$ cat config.mk
export PLATFORM = sky130hd
export DESIGN_NAME = ps2_rx
export DESIGN_NICKNAME = d
export VERILOG_FILES = /design/src/rtl/ps2_rx.sv
export SDC_FILE = /design/constraint.sdc
export NUM_CORES = 1
export LEC_CHECK = 0
export ABC_AREA = 1
export CAP_MARGIN = 40
export CORE_ASPECT_RATIO = 0.9
export CORE_MARGIN = 2
export CORE_UTILIZATION = 60
export DETAILED_ROUTE_END_ITERATION = 10
export DONT_BUFFER_PORTS = 1
export PLACE_DENSITY = 0.84
export SLEW_MARGIN = 20
export SYNTH_ARGS = -nofsm -noshare
export SYNTH_HDL_FRONTEND = slang
export SYNTH_SLANG_ARGS = --single-unit
export TNS_END_PERCENT = 20
$ cat constraint.sdc
create_clock -name clk -period 2.4 [get_ports clk]
set_input_delay 0.48 -clock clk [delete_from_list [all_inputs] [get_ports clk]]
set_output_delay 0.48 -clock clk [all_outputs]
set_load 0.01 [all_outputs]
$ cat src/rtl/ps2_rx.sv
// rtl/ps2_rx.sv - PS/2 device-to-host receiver with scancode FIFO
module ps2_rx #(
    parameter int FIFO_DEPTH     = 8,
    parameter int FILTER_LEN     = 4,
    parameter int TIMEOUT_CYCLES = 100000
) (
    input  logic        clk,
    input  logic        reset,
    input  logic        ps2_clk,
    input  logic        ps2_data,
    input  logic        ren,
    output logic [15:0] data,
    output logic        ready,
    output logic        frame_err,
    output logic        overflow
);

    localparam int AW = $clog2(FIFO_DEPTH);
    localparam int FW = $clog2(FILTER_LEN + 1);
    localparam int TW = $clog2(TIMEOUT_CYCLES + 1);

    typedef enum logic [1:0] {
        S_IDLE,
        S_DATA,
        S_PARITY,
        S_STOP
    } state_t;

    logic [1:0]    r_clk_sync;
    logic [1:0]    r_data_sync;
    logic          r_clk_filt;
    logic [FW-1:0] r_filt_cnt;

    state_t        r_state;
    logic [2:0]    r_bit_cnt;
    logic [7:0]    r_shift;
    logic          r_parity;
    logic          r_frame_err;
    logic [TW-1:0] r_to_cnt;

    logic [7:0]    r_mem [FIFO_DEPTH];
    logic [AW:0]   r_wptr;
    logic [AW:0]   r_rptr;
    logic          r_overflow;

    logic w_clk_diff;
    logic w_filt_take;
    logic w_fall;
    logic w_bit;
    logic w_good;
    logic w_push;
    logic w_timeout;
    logic w_empty;
    logic w_full;
    logic w_pop;
    logic w_wr;

    // Two-stage synchronisers for both pins; idle bus level is high
    always_ff @(posedge clk or posedge reset) begin
        if (reset) begin
            r_clk_sync  <= 2'b11;
            r_data_sync <= 2'b11;
        end else begin
            r_clk_sync  <= {r_clk_sync[0], ps2_clk};
            r_data_sync <= {r_data_sync[0], ps2_data};
        end
    end

    // A level change is accepted on the FILTER_LEN-th consecutive differing sample
    assign w_clk_diff  = r_clk_sync[1] != r_clk_filt;
    assign w_filt_take = w_clk_diff && (r_filt_cnt == FW'(FILTER_LEN - 1));
    assign w_fall      = w_filt_take && r_clk_filt;
    assign w_bit       = r_data_sync[1];

    // Glitch filter on the synchronised PS/2 clock
    always_ff @(posedge clk or posedge reset) begin
        if (reset) begin
            r_clk_filt <= 1'b1;
            r_filt_cnt <= '0;
        end else if (!w_clk_diff) begin
            r_filt_cnt <= '0;
        end else if (w_filt_take) begin
            r_clk_filt <= r_clk_sync[1];
            r_filt_cnt <= '0;
        end else begin
            r_filt_cnt <= r_filt_cnt + FW'(1);
        end
    end

    // Odd parity: data bits plus parity bit must XOR to 1; stop bit must be 1
    assign w_good    = w_bit && (^{r_shift, r_parity});
    assign w_push    = (r_state == S_STOP) && w_fall && w_good;
    assign w_timeout = (r_state != S_IDLE) && !w_fall && (r_to_cnt == TW'(TIMEOUT_CYCLES));

    // Frame deserialiser with mid-frame inactivity timeout
    always_ff @(posedge clk or posedge reset) begin
        if (reset) begin
            r_state     <= S_IDLE;
            r_bit_cnt   <= 3'd0;
            r_shift     <= 8'h00;
            r_parity    <= 1'b0;
            r_frame_err <= 1'b0;
            r_to_cnt    <= '0;
        end else begin
            r_frame_err <= 1'b0;
            if (r_state == S_IDLE || w_fall || w_timeout) begin
                r_to_cnt <= '0;
            end else begin
                r_to_cnt <= r_to_cnt + TW'(1);
            end

            if (w_timeout) begin
                r_frame_err <= 1'b1;
                r_state     <= S_IDLE;
            end else if (w_fall) begin
                case (r_state)
                    S_IDLE: begin
                        if (!w_bit) begin
                            r_state   <= S_DATA;
                            r_bit_cnt <= 3'd0;
                        end
                    end
                    S_DATA: begin
                        r_shift   <= {w_bit, r_shift[7:1]};
                        r_bit_cnt <= r_bit_cnt + 3'd1;
                        if (r_bit_cnt == 3'd7) begin
                            r_state <= S_PARITY;
                        end
                    end
                    S_PARITY: begin
                        r_parity <= w_bit;
                        r_state  <= S_STOP;
                    end
                    S_STOP: begin
                        if (!w_good) begin
                            r_frame_err <= 1'b1;
                        end
                        r_state <= S_IDLE;
                    end
                    default: r_state <= S_IDLE;
                endcase
            end
        end
    end

    // Pointer MSB distinguishes full from empty when the index bits match
    assign w_empty = r_wptr == r_rptr;
    assign w_full  = (r_wptr[AW] != r_rptr[AW]) && (r_wptr[AW-1:0] == r_rptr[AW-1:0]);
    assign w_pop   = ren && !w_empty;
    assign w_wr    = w_push && (!w_full || w_pop);

    // FIFO pointers and sticky overflow; a same-cycle pop frees room for the push
    always_ff @(posedge clk or posedge reset) begin
        if (reset) begin
            r_wptr     <= '0;
            r_rptr     <= '0;
            r_overflow <= 1'b0;
        end else begin
            if (w_wr) begin
                r_wptr <= r_wptr + (AW+1)'(1);
            end
            if (w_pop) begin
                r_rptr <= r_rptr + (AW+1)'(1);
            end
            if (w_push && w_full && !w_pop) begin
                r_overflow <= 1'b1;
            end
        end
    end

    // FIFO storage; contents are don't-care while pointers say empty
    always_ff @(posedge clk) begin
        if (w_wr) begin
            r_mem[r_wptr[AW-1:0]] <= r_shift;
        end
    end

    assign ready     = !w_empty;
    assign data      = w_empty ? 16'h0000 : {8'h00, r_mem[r_rptr[AW-1:0]]};
    assign frame_err = r_frame_err;
    assign overflow  = r_overflow;

endmodule

==> results.txt, run 1 <==
* Initial Utilization: 61.05%
* Clk root buf: sky130_fd_sc_hd__clkbuf_8
* Htree depth: 4
* Routed wirelength normalized by instance count: 16.88 um
- Pwr Density: 1036 mW/mm2
- Count of unique library cells instantiated by Yosys: 35
* Setup slack after layout: -0.1391 ns
- Static timing analysis puts the maximum clock frequency at between 300 and 400 MHz.
- Total wire length: 11.73 mm
- Part of the Yosys area used for sequential elements: 61.16%
- Setup repair after global routing could not meet its margin everywhere.
- The tree built by TritonCTS fans out to roughly 110 sinks.
- Total Routing Usage GR: 26.34%
* Post-detail-place hpwl: 7.140 mm
* Number of buffers added by the clock tree synthesis step: 17
- Clock-pin slew was measured on the worst setup and hold paths at 0.06 ns.
- The count of final max-slew check failures was 0.
- Summed over all layers, the global routing overflow is 0.
- Global routing consumed, on the met3 layer, 6.860% of the routing resources.
- On the final layout, the worst clock skew is 0.008600 ns.
- The number of antenna violations at the first check in global routing was 0.
- In this run the worst path has a maximum fanout of 5.
- Number of buffer cells added on primary ports: 0
- Final antenna diode count: 0
- Chip height: 91.96 um
- The first detailed-routing pass ran for 6 iterations.
* Core box area: 0.008448 mm2
- Via density per instance: 5.584
- After detailed routing, the number of remaining DRC violations is 0.
* Fraction of layout cells with a size suffix above 1: 18.58%
- At the worst endpoint, the arrival time is 2.06 ns.
- Wire length of the first global-routing pass: around 19 mm
* Worst vdd rail ir drop: 0.0006761 V
- Result of the run: finished, violations left
- The critical path is of the reg -> out type.
- In this run the core area contains 32 standard-cell rows.
- During synthesis, Yosys emitted a total of 0 warnings.
- The hold violation total from the final report was 0.
- Cells fill 74.32% of the core in the end.
* Number of buffers between clock root and the deepest sink: 2
- Counting the fill cells in the layout gives between 500 and 600.
- The checks that failed: setup timing.
* Die width: 101.7 um
- Number of global-route vias before repair: 3879
- In this run the remaining antenna-violating nets after routing total 0.
- The worst path uses 105.8% of the clock period.
- The worst path in the final design needs a cycle of 2.539 ns, including I/O delays and setup.
* Worst hold path type: in -> reg
* Slowest library cell on the worst path: sky130_fd_sc_hd__dfrtp_1
* Category of the worst setup path capture point: primary output
* Type of element launching the critical path: flip-flop
- Final setup violating endpoints: 16
* Count of vias placed by the detailed router: between 3k and 4k
* Mapped Avg Cell Area: 9.937 um2
* Clock tree from TritonCTS: done
- Grt met2 use: ~45%
- Req. time, crit path: 1.92 ns
* Clk_lat worst skew: 0.51 ns
- Total leakage power: 2.525 nW
- Global routing used 31.82% of the available met1 tracks.
- CP max stage delay: approximately 0.54 ns
- The layer flagged by global routing as most heavily used is met2.
- Final Wtd Congestion: ~0.8
- Largest net degree at the start of global routing: 23
- Number of top-level pins: 24
* Area of the mapped netlist: 0.005157 mm2
* Nets: 580
* Total of flip-flops plus latches after synthesis: 113
- Synthesis produced a netlist whose cell count is slightly above 500.
- List of cells traversed by the critical path: xor2_2, nor2_4, nand2_4, buf_6, o21ai_1, a31oi_2
* Die area: about 0.0094 mm2
- Iteration-0 DRC Markers: between 300 and 400
- The tool flagged a number of max-cap violations equal to 0.
* Power Total: around 6.5 mW
- Signed area change from the synthesized netlist to the final layout: 21.74%
## synthesized netlist by cell type (all sizes together)
library cell,instances,area [um2]
nor2,93,390.4
nand2,90,347.8
edfxtp,64,1922
o21ai,57,285.3
inv,46,172.7
dfrtp,44,1101
nand3,22,127.6
nor3,17,85.08
buf,15,93.84
ha,12,150.1
a21oi,8,40.04
a31oi,8,50.05
clkbuf,8,30.03
o22ai,8,50.05
xnor2,6,60.06
dfstp,5,131.4
xor2,4,35.03
nand4,3,18.77
nor3b,3,22.52
a211oi,2,15.01
conb,1,3.750
nand3b,1,11.26
o21a,1,7.510
or3,1,6.260
## worst max-delay path, delay by kind of cell (launching register included)
| kind | cells | cell delay [ns] |
|---|---|---|
| flip-flops | 1 | 0.54 |
| XOR/XNOR | 1 | 0.37 |
| buffers and inverters | 1 | 0.13 |
| AO/OA/AOI/OAI | 2 | 0.33 |
| AND/OR/NAND/NOR | 2 | 0.18 |
## cells in the final DEF, fill, tap and decap left out, types with 4 or more instances in the layout
| cell | n |
|---|---|
| sky130_fd_sc_hd__a21oi_1 | 8 |
| sky130_fd_sc_hd__a31oi_2 | 8 |
| sky130_fd_sc_hd__buf_4 | 30 |
| sky130_fd_sc_hd__buf_6 | 7 |
| sky130_fd_sc_hd__bufinv_16 | 4 |
| sky130_fd_sc_hd__clkbuf_16 | 16 |
| sky130_fd_sc_hd__clkinvlp_4 | 6 |
| sky130_fd_sc_hd__conb_1 | 8 |
| sky130_fd_sc_hd__dfrtp_1 | 41 |
| sky130_fd_sc_hd__dfstp_2 | 5 |
| sky130_fd_sc_hd__edfxtp_1 | 64 |
| sky130_fd_sc_hd__ha_1 | 12 |
| sky130_fd_sc_hd__inv_1 | 41 |
| sky130_fd_sc_hd__nand2_1 | 86 |
| sky130_fd_sc_hd__nand3_1 | 20 |
| sky130_fd_sc_hd__nor2_1 | 87 |
| sky130_fd_sc_hd__nor2_4 | 4 |
| sky130_fd_sc_hd__nor3_1 | 16 |
| sky130_fd_sc_hd__o21ai_0 | 46 |
| sky130_fd_sc_hd__o21ai_1 | 11 |
| sky130_fd_sc_hd__o22ai_1 | 8 |
| sky130_fd_sc_hd__xnor2_1 | 4 |
## cells by family after synthesis
logic type | after synthesis | share of synthesized area (%)
compound gates | 84 | 8.685
xor+xnor | 10 | 1.844
fa+ha+maj | 12 | 2.911
buf+inv | 69 | 5.750
flops | 113 | 61.16
other cells | 1 | 0.07271
simple gates | 230 | 19.58
## power breakdown
| group | switching [mW] | internal, mW | leakage [nW] |
|---|---|---|---|
| Clock | 0.875 | 1.75 | 0.298 |
| Combinational | 1.02 | 0.595 | 1.03 |
| Sequential | 0.123 | 2.15 | 1.20 |
## cell type report
cell class                      instances  area (um2)  area share (%)
Sequential cell                       113        3158           50.30
Clock buffer                           20       445.4           7.094
Tap cell                              119       148.9           2.371
Multi-Input combinational cell        344        1821           29.00
Clock inverter                         12       182.7           2.910
Inverter                               46       183.9           2.929
Timing Repair Buffer                   40       334.1           5.321
Timing Repair inverter                  1       5.005         0.07971
## layer usage
layer | routed length (um) | vias up
met5 | 0 | -
met4 | 184 | 0
met3 | 766 | 23
met2 | 6205 | 173
met1 | 4575 | 1863
li1 | - | 1822
## flip-flops by register name, indices dropped and copies added (netlist names)
name and count:
r_mem 64, r_to_cnt 17, r_shift 8, r_rptr 4
r_wptr 4, r_bit_cnt 3, r_filt_cnt 3, r_clk_sync 2
r_data_sync 2, r_state 2, frame_err 1, overflow 1
r_clk_filt 1, r_parity 1
## stage by stage
step                      hold slack [ns]  setup WS (ns)  area, um2  TNS [ns]  instances
final                              0.1678        -0.1391       6279    -1.354        695
after global routing               0.1583        -0.1769       6279    -2.611        695
after floorplan                    0.3452         0.3034       5184         0        526
after detailed placement           0.2743         0.2380       5381         0        645
after global placement             0.2736         0.3749       5381         0        645
after CTS                          0.1163       -0.02570       6202   -0.1174        691
## worst paths after layout
| kind | startpoint | to | slack (ns) | cells after the start |
|---|---|---|---|---|
| max in group asynchronous | reset | r_clk_sync[0] | 1.49 | 3 |
| worst max register to register | r_rptr[2] | r_mem[7][3] | -0.06 | 9 |
| min in group asynchronous | reset | r_wptr[1] | 0.35 | 2 |
| worst min register to register | r_clk_sync[0] | r_clk_sync[1] | 0.36 | 0 |
| worst min-delay path | ren | r_rptr[0] | 0.17 | 2 |
| worst max-delay path | r_rptr[2] | data[2] | -0.14 | 6 |
## what timing repair did
item,4_1_cts,5_1_grt
hold endpoints to repair,8,0
hold buffers,3,0
setup endpoints to repair,8,17
cloned,2,0
pin swaps,3,6
resized for setup,27,14
setup buffers,9,4
Power figures use the tool's default switching activity.
==> run 2, diff against run 1 <==
- CORE_MARGIN: 2 -> 3
==> results.txt, run 2 (synthesized netlist as in run 1, its figures left out) <==
- DR pass1 iterations: 5
* Number of buffer cells added on primary ports: 0
- Via density per instance: 5.635
- The initial utilization of the core area, before any placement, comes to roughly 63%.
- Excluding fillers, the count of instances in the completed layout stands at 693.
- The setup check on the worst reg-to-reg path leaves a slack of 0.10 ns.
- The die covers 0.009746 mm2.
- Total wire length: ~12 mm
- After layout, the worst path uses 100.8% of the clock period.
- Final critical delay including setup and external delays: 2.420 ns
* Number of buffer and inverter instances along the worst setup path: 2
- Slowest library cell on the worst path: sky130_fd_sc_hd__dfrtp_2
- The startpoint identified for the worst register-to-register timing path is r_rptr[1].
- The number of placed instances, taps included, is 641.
- Worst rel slew slack: ~60%
* Setup slack after layout: -0.02010 ns
- Crit. path cell count: 6
* Result of the run: finished, violations left
* Category of cells accounting for the largest share of critical-path delay: compound AO/OA/AOI/OAI gates
- The die is around 94 um tall.
* Number of buffers added by the clock tree synthesis step: 17
* Number of inserted filler cells in the final layout: between 400 and 500
* Core Rows: 31
- Fraction of layout cells with a size suffix above 1: 19.20%
- At the end of routability-driven placement, the weighted congestion stood at 0.9240.
- For this run, design rule violations remaining after detail routing come to 0.
* RSZ-0062 raised after global routing: true
- Final hold viol count: 11
* Largest net degree at the start of global routing: 50
* Total area of multi-input combinational cells: about 0.0018 mm2
- Dividing the detail-routed wire length by the instance count gives 16.99 um.
* Total leakage power: 2.504 nW
* Worst clock skew: between 0.015 and 0.02 ns
* Clk_lat worst skew: 0.52 ns
* Wire length of the first global-routing pass: 18.93 mm
- Power spread over the standard cell area amounts to around 1000 mW/mm2.
* Setup slack at placement: 0.1987 ns
- The critical path is of the reg -> out type.
- The total area inside the core boundary comes to 0.008184 mm2.
- Setup total negative slack on the finished layout was measured at -0.05192 ns.
- Antenna violations before repair: 0
- The count of final max-slew check failures is 0.
* Clock transition at path regs: 0.06 ns
- Clock tree from TritonCTS: done
* Arrival time worst endpoint: 1.94 ns
- In this run the worst path has a maximum fanout of 8.
* List of cells traversed by the critical path: buf_12, clkinvlp_4, o21ai_0, o22ai_1, o21ai_1, a31oi_2
- Remaining global-route overflow: 0
- Cells on worst reg2reg path: 11
* Category of the worst setup path capture point: primary output
- Setup violations remaining at the end of the flow were counted as 3.
- Register Area: around 0.0032 mm2
- The register with the most flip-flops in the layout has 64 of them.
- Worst Tran Pin Value: just under 0.6 ns
- Number of buffers between clock root and the deepest sink: 2
* Failing checks: hold timing, setup timing
- After legalization and detailed placement, the total HPWL measured 7.451 mm.
- Across every metal layer, demand over resource in global routing totals 25.58%.
- Endpoint of the worst-slack reg-to-reg timing path: r_mem[7][4]
* Clk root buf: sky130_fd_sc_hd__clkbuf_8
- Signed area change from the synthesized netlist to the final layout: 21.13%
* Number of top-level pins: 24
- Worst hold path type: in -> async
- After layout, the design draws a total of 6.377 mW.
* Remaining antenna violation count after routing: 0
- Measured along the x axis, the die boundary spans 103.7 um.
* Nets: just under 600
* Number of global-route vias before repair: 3823
* Htree depth: 4
- After the first detailed-routing iteration, the DRC count stood at 290.
- Worst hold slack across all endpoints: -0.01866 ns
- Type of element launching the critical path: flip-flop
- F_max: slightly above 400 MHz
- Count of vias placed by the detailed router: 3905
* Req. time, crit path: 1.92 ns
* Final antenna diode count: 0
- Commonest cells after routing, fill and taps aside: sky130_fd_sc_hd__nor2_1, sky130_fd_sc_hd__nand2_1, sky130_fd_sc_hd__edfxtp_1
- IR analysis of the VDD net gives a maximum drop of between 0.0006 and 0.0007 V.
- Sinks on the clock net: 113
- CP max stage delay: 0.43 ns
- Max-cap check violation count: 0
-- run 2: changes by cell type in the layout (fill, tap and decap cells not counted), moves of 2 or more --
cell | previous run | this run
sky130_fd_sc_hd__buf_4 | 30 | 33
sky130_fd_sc_hd__clkbuf_8 | 3 | 1
sky130_fd_sc_hd__buf_12 | 0 | 2
sky130_fd_sc_hd__o22ai_2 | 0 | 2
sky130_fd_sc_hd__inv_6 | 1 | 3
sky130_fd_sc_hd__buf_6 | 7 | 4
sky130_fd_sc_hd__clkinvlp_4 | 6 | 8
sky130_fd_sc_hd__o22ai_1 | 8 | 6
sky130_fd_sc_hd__bufinv_16 | 4 | 2
-- run 2: worst max-delay path by stage --
stage	startpoint	slack (ns)	endpoint
floorplan	r_shift[3]	0.30	r_mem[0][0]
global placement	r_shift[2]	0.30	r_mem[6][6]
detailed placement	r_shift[2]	0.20	r_mem[6][6]
CTS	r_rptr[1]	-0.04	data[6]
global route	r_rptr[0]	-0.12	data[4]
finish	r_rptr[1]	-0.02	data[5]
-- run 2: what timing repair did --
action,CTS,global route
hold buffers,2,0
cloned,2,1
hold endpoints to repair,2,0
resized for setup,18,21
buffers inserted,9,6
pin swaps,0,4
endpoints found under the setup margin,8,72
-- run 2: area by class of cell --
class                      instances  area share [%]
tap                              115           2.303
multi-input combinational        344           29.16
sequential                       113           50.55
timing repair buffer              41           5.648
clock buffer                      17           6.629
timing repair inverter             2          0.2003
inverter                          46           2.944
clock inverter                    15           2.564
-- run 2: stage by stage --
step | cell area, um2 | utilization (%)
final | 6247 | 76.33
after global routing | 6247 | 76.33
after CTS | 6113 | 74.70
after detailed placement | 5376 | 65.69
after global placement | 5376 | 65.69
after floorplan | 5184 | -
-- run 2: layer usage --
metal | track usage (%) | vias up | wire length (um)
li1 | - | 1824 | -
met1 | 30.89 | 1875 | 4812
met2 | 42.81 | 171 | 5823
met3 | 7.560 | 35 | 789
met4 | 12.18 | 0 | 351
met5 | 0 | - | 0
-- run 2: power breakdown --
part / switching, mW / leakage, nW / internal, mW / total [mW]
Sequential: 0.109 / 1.20 / 2.15 / 2.26
Clock: 0.931 / 0.269 / 1.48 / 2.41
Combinational: 1.04 / 1.04 / 0.660 / 1.70
==> run 3, diff against run 2 <==
- ABC_AREA: 1 -> unset
- SLEW_MARGIN: 20 -> 40
==> results.txt, run 3 <==
- Dpl cells: 444
- Sum of negative setup slack: -0.07161 ns
- Total leakage power: 2.345 nW
- The count of buffers added on input and output ports is 0.
* Category of the worst setup path capture point: primary output
* Die area: 0.009390 mm2
* DR pass1 iterations: 5
- The top cell type by area accounts for 38.77% of the synthesized area.
- Data on the critical path is required at its endpoint by about 1.9 ns.
- For this configuration, the core starts out at a cell density of between 60% and 70%.
- Clk root buf: sky130_fd_sc_hd__clkbuf_8
* Type of element launching the critical path: flip-flop
* Result of the run: finished, violations left
- Most numerous cell in the Yosys netlist: sky130_fd_sc_hd__edfxtp_1
* Number of top-level pins: 24
* Count of vias placed by the detailed router: slightly below 3k
- Number of warning messages in the yosys log: 0
* Finished Layout Cells: 485
* Core Rows: 30
* Final critical delay including setup and external delays: 2.440 ns
- Setup violations remaining at the end of the flow were counted as 7.
- After synthesis, flip-flops and latches occupy a little under two thirds of the total area.
* Iteration-0 DRC Markers: 247
- Worst vdd rail ir drop: roughly 0.00071 V
- Final hold viol count: 0
- Flip-flop count of the largest register after layout: 64
- The library cell used most frequently in the layout, excluding fill and tap cells, is sky130_fd_sc_hd__edfxtp_1.
- Worst rel slew slack: 63.83%
- For this block, the routed nets add up to 10.26 mm of wire.
- Routability-driven placement finished with a final weighted congestion of 0.8095.
- The floorplan step defined a core boundary enclosing 0.007770 mm2.
- Pwr Density: 1025 mW/mm2
- Worst clock skew: 0.006388 ns
* Synth area leaders: sky130_fd_sc_hd__edfxtp_1, sky130_fd_sc_hd__dfrtp_1, sky130_fd_sc_hd__mux4_2
- Number of buffers between clock root and the deepest sink: 2
- The detail route stage leaves a number of antenna-violating nets equal to 0.
* RSZ-0062 raised after global routing: true
- The most used flip-flop cell after synthesis is sky130_fd_sc_hd__edfxtp_1.
* Chip height: approximately 90 um
- Final Cycle Share: 101.7%
* Minimum setup slack among reg-to-reg paths: 0.08 ns
- The final reports fail on setup timing.
- Signed area change from the synthesized netlist to the final layout: 19.84%
* Setup slack at placement: 0.1495 ns
- In this run the horizontal extent of the chip is 101.8 um.
- Post-synth ARST share: roughly 43%
- After clock tree synthesis, the clock-pin slew on the worst setup and hold paths is about 0.06 ns.
* Number of synthesized flops with an enable pin: 64
- Number of global-route vias before repair: slightly below 3k
- Counting instances, the worst hold path has a depth of 2.
* Arrival time worst endpoint: 1.96 ns
- Summed over all nets, the half-perimeter wirelength after detailed placement is about 6.3 mm.
- Wire length of the first global-routing pass: 15.75 mm
* Sinks on the clock net: 113
- In this run the worst hold path is classified as in -> reg.
- The post-route netlist has 27.51% of its cells at a drive strength greater than 1.
- Total Routing Usage GR: 23.41%
- Nets: just under 400
- Across the run, the number of max-cap violations was 0.
- DRC violations left: 0
* Clock tree from TritonCTS: done
- Routed wirelength normalized by instance count: about 21 um
- Antenna violations before repair: 0
- The synthesized design contains ~110 register bits.
* Post-DP Area: about 0.0052 mm2
* Cells on worst reg2reg path: 6
- Final antenna diode count: 0
- Final Max Tran Viols: 0
- Static timing analysis puts the maximum clock frequency at 409.8 MHz.
* Worst Path Max Fanout: 4
- At the pin with the least slew margin, the transition time is 0.5412 ns.
* Top cell types by occurrence after synthesis: sky130_fd_sc_hd__edfxtp_1, sky130_fd_sc_hd__dfrtp_1, sky130_fd_sc_hd__nor2_1, sky130_fd_sc_hd__nand2_1, sky130_fd_sc_hd__xnor2_1
- Dividing the synthesized area by the synthesized cell count gives between 10 and 15 um2.
- Area of the mapped netlist: 0.004957 mm2
- Largest net degree at the start of global routing: 22
- Number of buffers added by the clock tree synthesis step: 17
* Instance count of the mapped netlist: 340
* Count of unique library cells instantiated by Yosys: between 40 and 50
- The clock tree synthesis step divided the H-tree into 4 levels.
- Commonest cells after routing, fill and taps aside: sky130_fd_sc_hd__edfxtp_1, sky130_fd_sc_hd__dfrtp_1, sky130_fd_sc_hd__nor2_1
- Clk_lat worst skew: 0.53 ns
- Synth area leader: sky130_fd_sc_hd__edfxtp_1
- Final std cell area, no fill: a little under 0.006 mm2
* Kind of critical path: reg -> out
- Remaining global-route overflow: 0
- Setup slack after layout: -0.04028 ns
- Via density per instance: 6.025
-- run 3: changes by cell type in the layout (fill, tap and decap cells not counted), sizes merged, moves of 13 or more --
cell / change
mux4: +16
nor2: -64
nand2: -68
o21ai: -49
inv: -34
xnor2: +16
buf: -13
-- run 3: per-stage QoR --
stage	total power [mW]	hold WS, ns	utilization, %
4_1_cts	5.999	0.1194	75.19
2_1_floorplan	3.104	0.3452	-
5_1_grt	6.320	0.1223	76.46
6_report	6.091	0.1356	76.46
3_5_place_dp	3.349	0.3476	66.52
3_3_place_gp	3.291	0.3456	66.52
-- run 3: final timing paths --
check / startpoint / end
max: r_rptr[0] / data[0]
min: ren / r_rptr[2]
max reg2reg: r_shift[1] / r_mem[4][7]
min reg2reg: r_data_sync[0] / r_data_sync[1]
max in group asynchronous: reset / r_clk_filt
min in group asynchronous: reset / r_to_cnt[12]
-- run 3: critical path: stages, from the launching register on --
cell and delay (ns):
sky130_fd_sc_hd__dfrtp_2 0.46, sky130_fd_sc_hd__clkbuf_16 0.19, sky130_fd_sc_hd__mux4_2 0.51, sky130_fd_sc_hd__mux2i_1 0.17, sky130_fd_sc_hd__nor2_1 0.10
-- run 3: cells by family (layout without fill, tap and decap cells) --
family	count (synthesis)	in the layout	synth area share (%)
AO/OA/AOI/OAI	18	18	2.373
XOR/XNOR	33	33	6.411
adder cells (fa/ha/maj)	12	12	3.029
buffers and inverters	31	73	3.205
flip-flops	113	113	63.63
multiplexers	34	34	11.23
other	1	8	0.07565
AND/OR/NAND/NOR	98	98	10.05
-- run 3: cell type report --
type                            count  area, um2
Sequential cell                   113       3159
Fill cell                         441       1829
Multi-Input combinational cell    203       1733
Clock buffer                       18      417.9
Timing Repair Buffer               30      280.3
Clock inverter                     14      188.9
Tap cell                           96      120.1
Inverter                           11      41.29
-- run 3: repair_timing --
item,CTS,global route
cloned,1,2
hold buffers,3,0
endpoints found under the hold margin,20,0
buffers inserted,1,3
resized for setup,2,15
endpoints found under the setup margin,9,41
pin swaps,1,2
-- run 3: power breakdown --
group / leakage (nW) / total (mW) / internal [mW] / switching (mW)
sequential: 1.23 / 2.32 / 2.18 / 0.136
combinational: 0.832 / 1.20 / 0.575 / 0.625
clock: 0.282 / 2.57 / 1.68 / 0.893
total: 2.34 / 6.09 / 4.44 / 1.65
-- run 3: per-layer routing --
layer | global-route usage [%] | wire (um) | vias to the layer above
li1 | - | - | 1302
met1 | 29.76 | 4160 | 1475
met2 | 37.80 | 5219 | 126
met3 | 7.376 | 695 | 19
met4 | 8.743 | 180 | 0
met5 | 0 | 0 | -
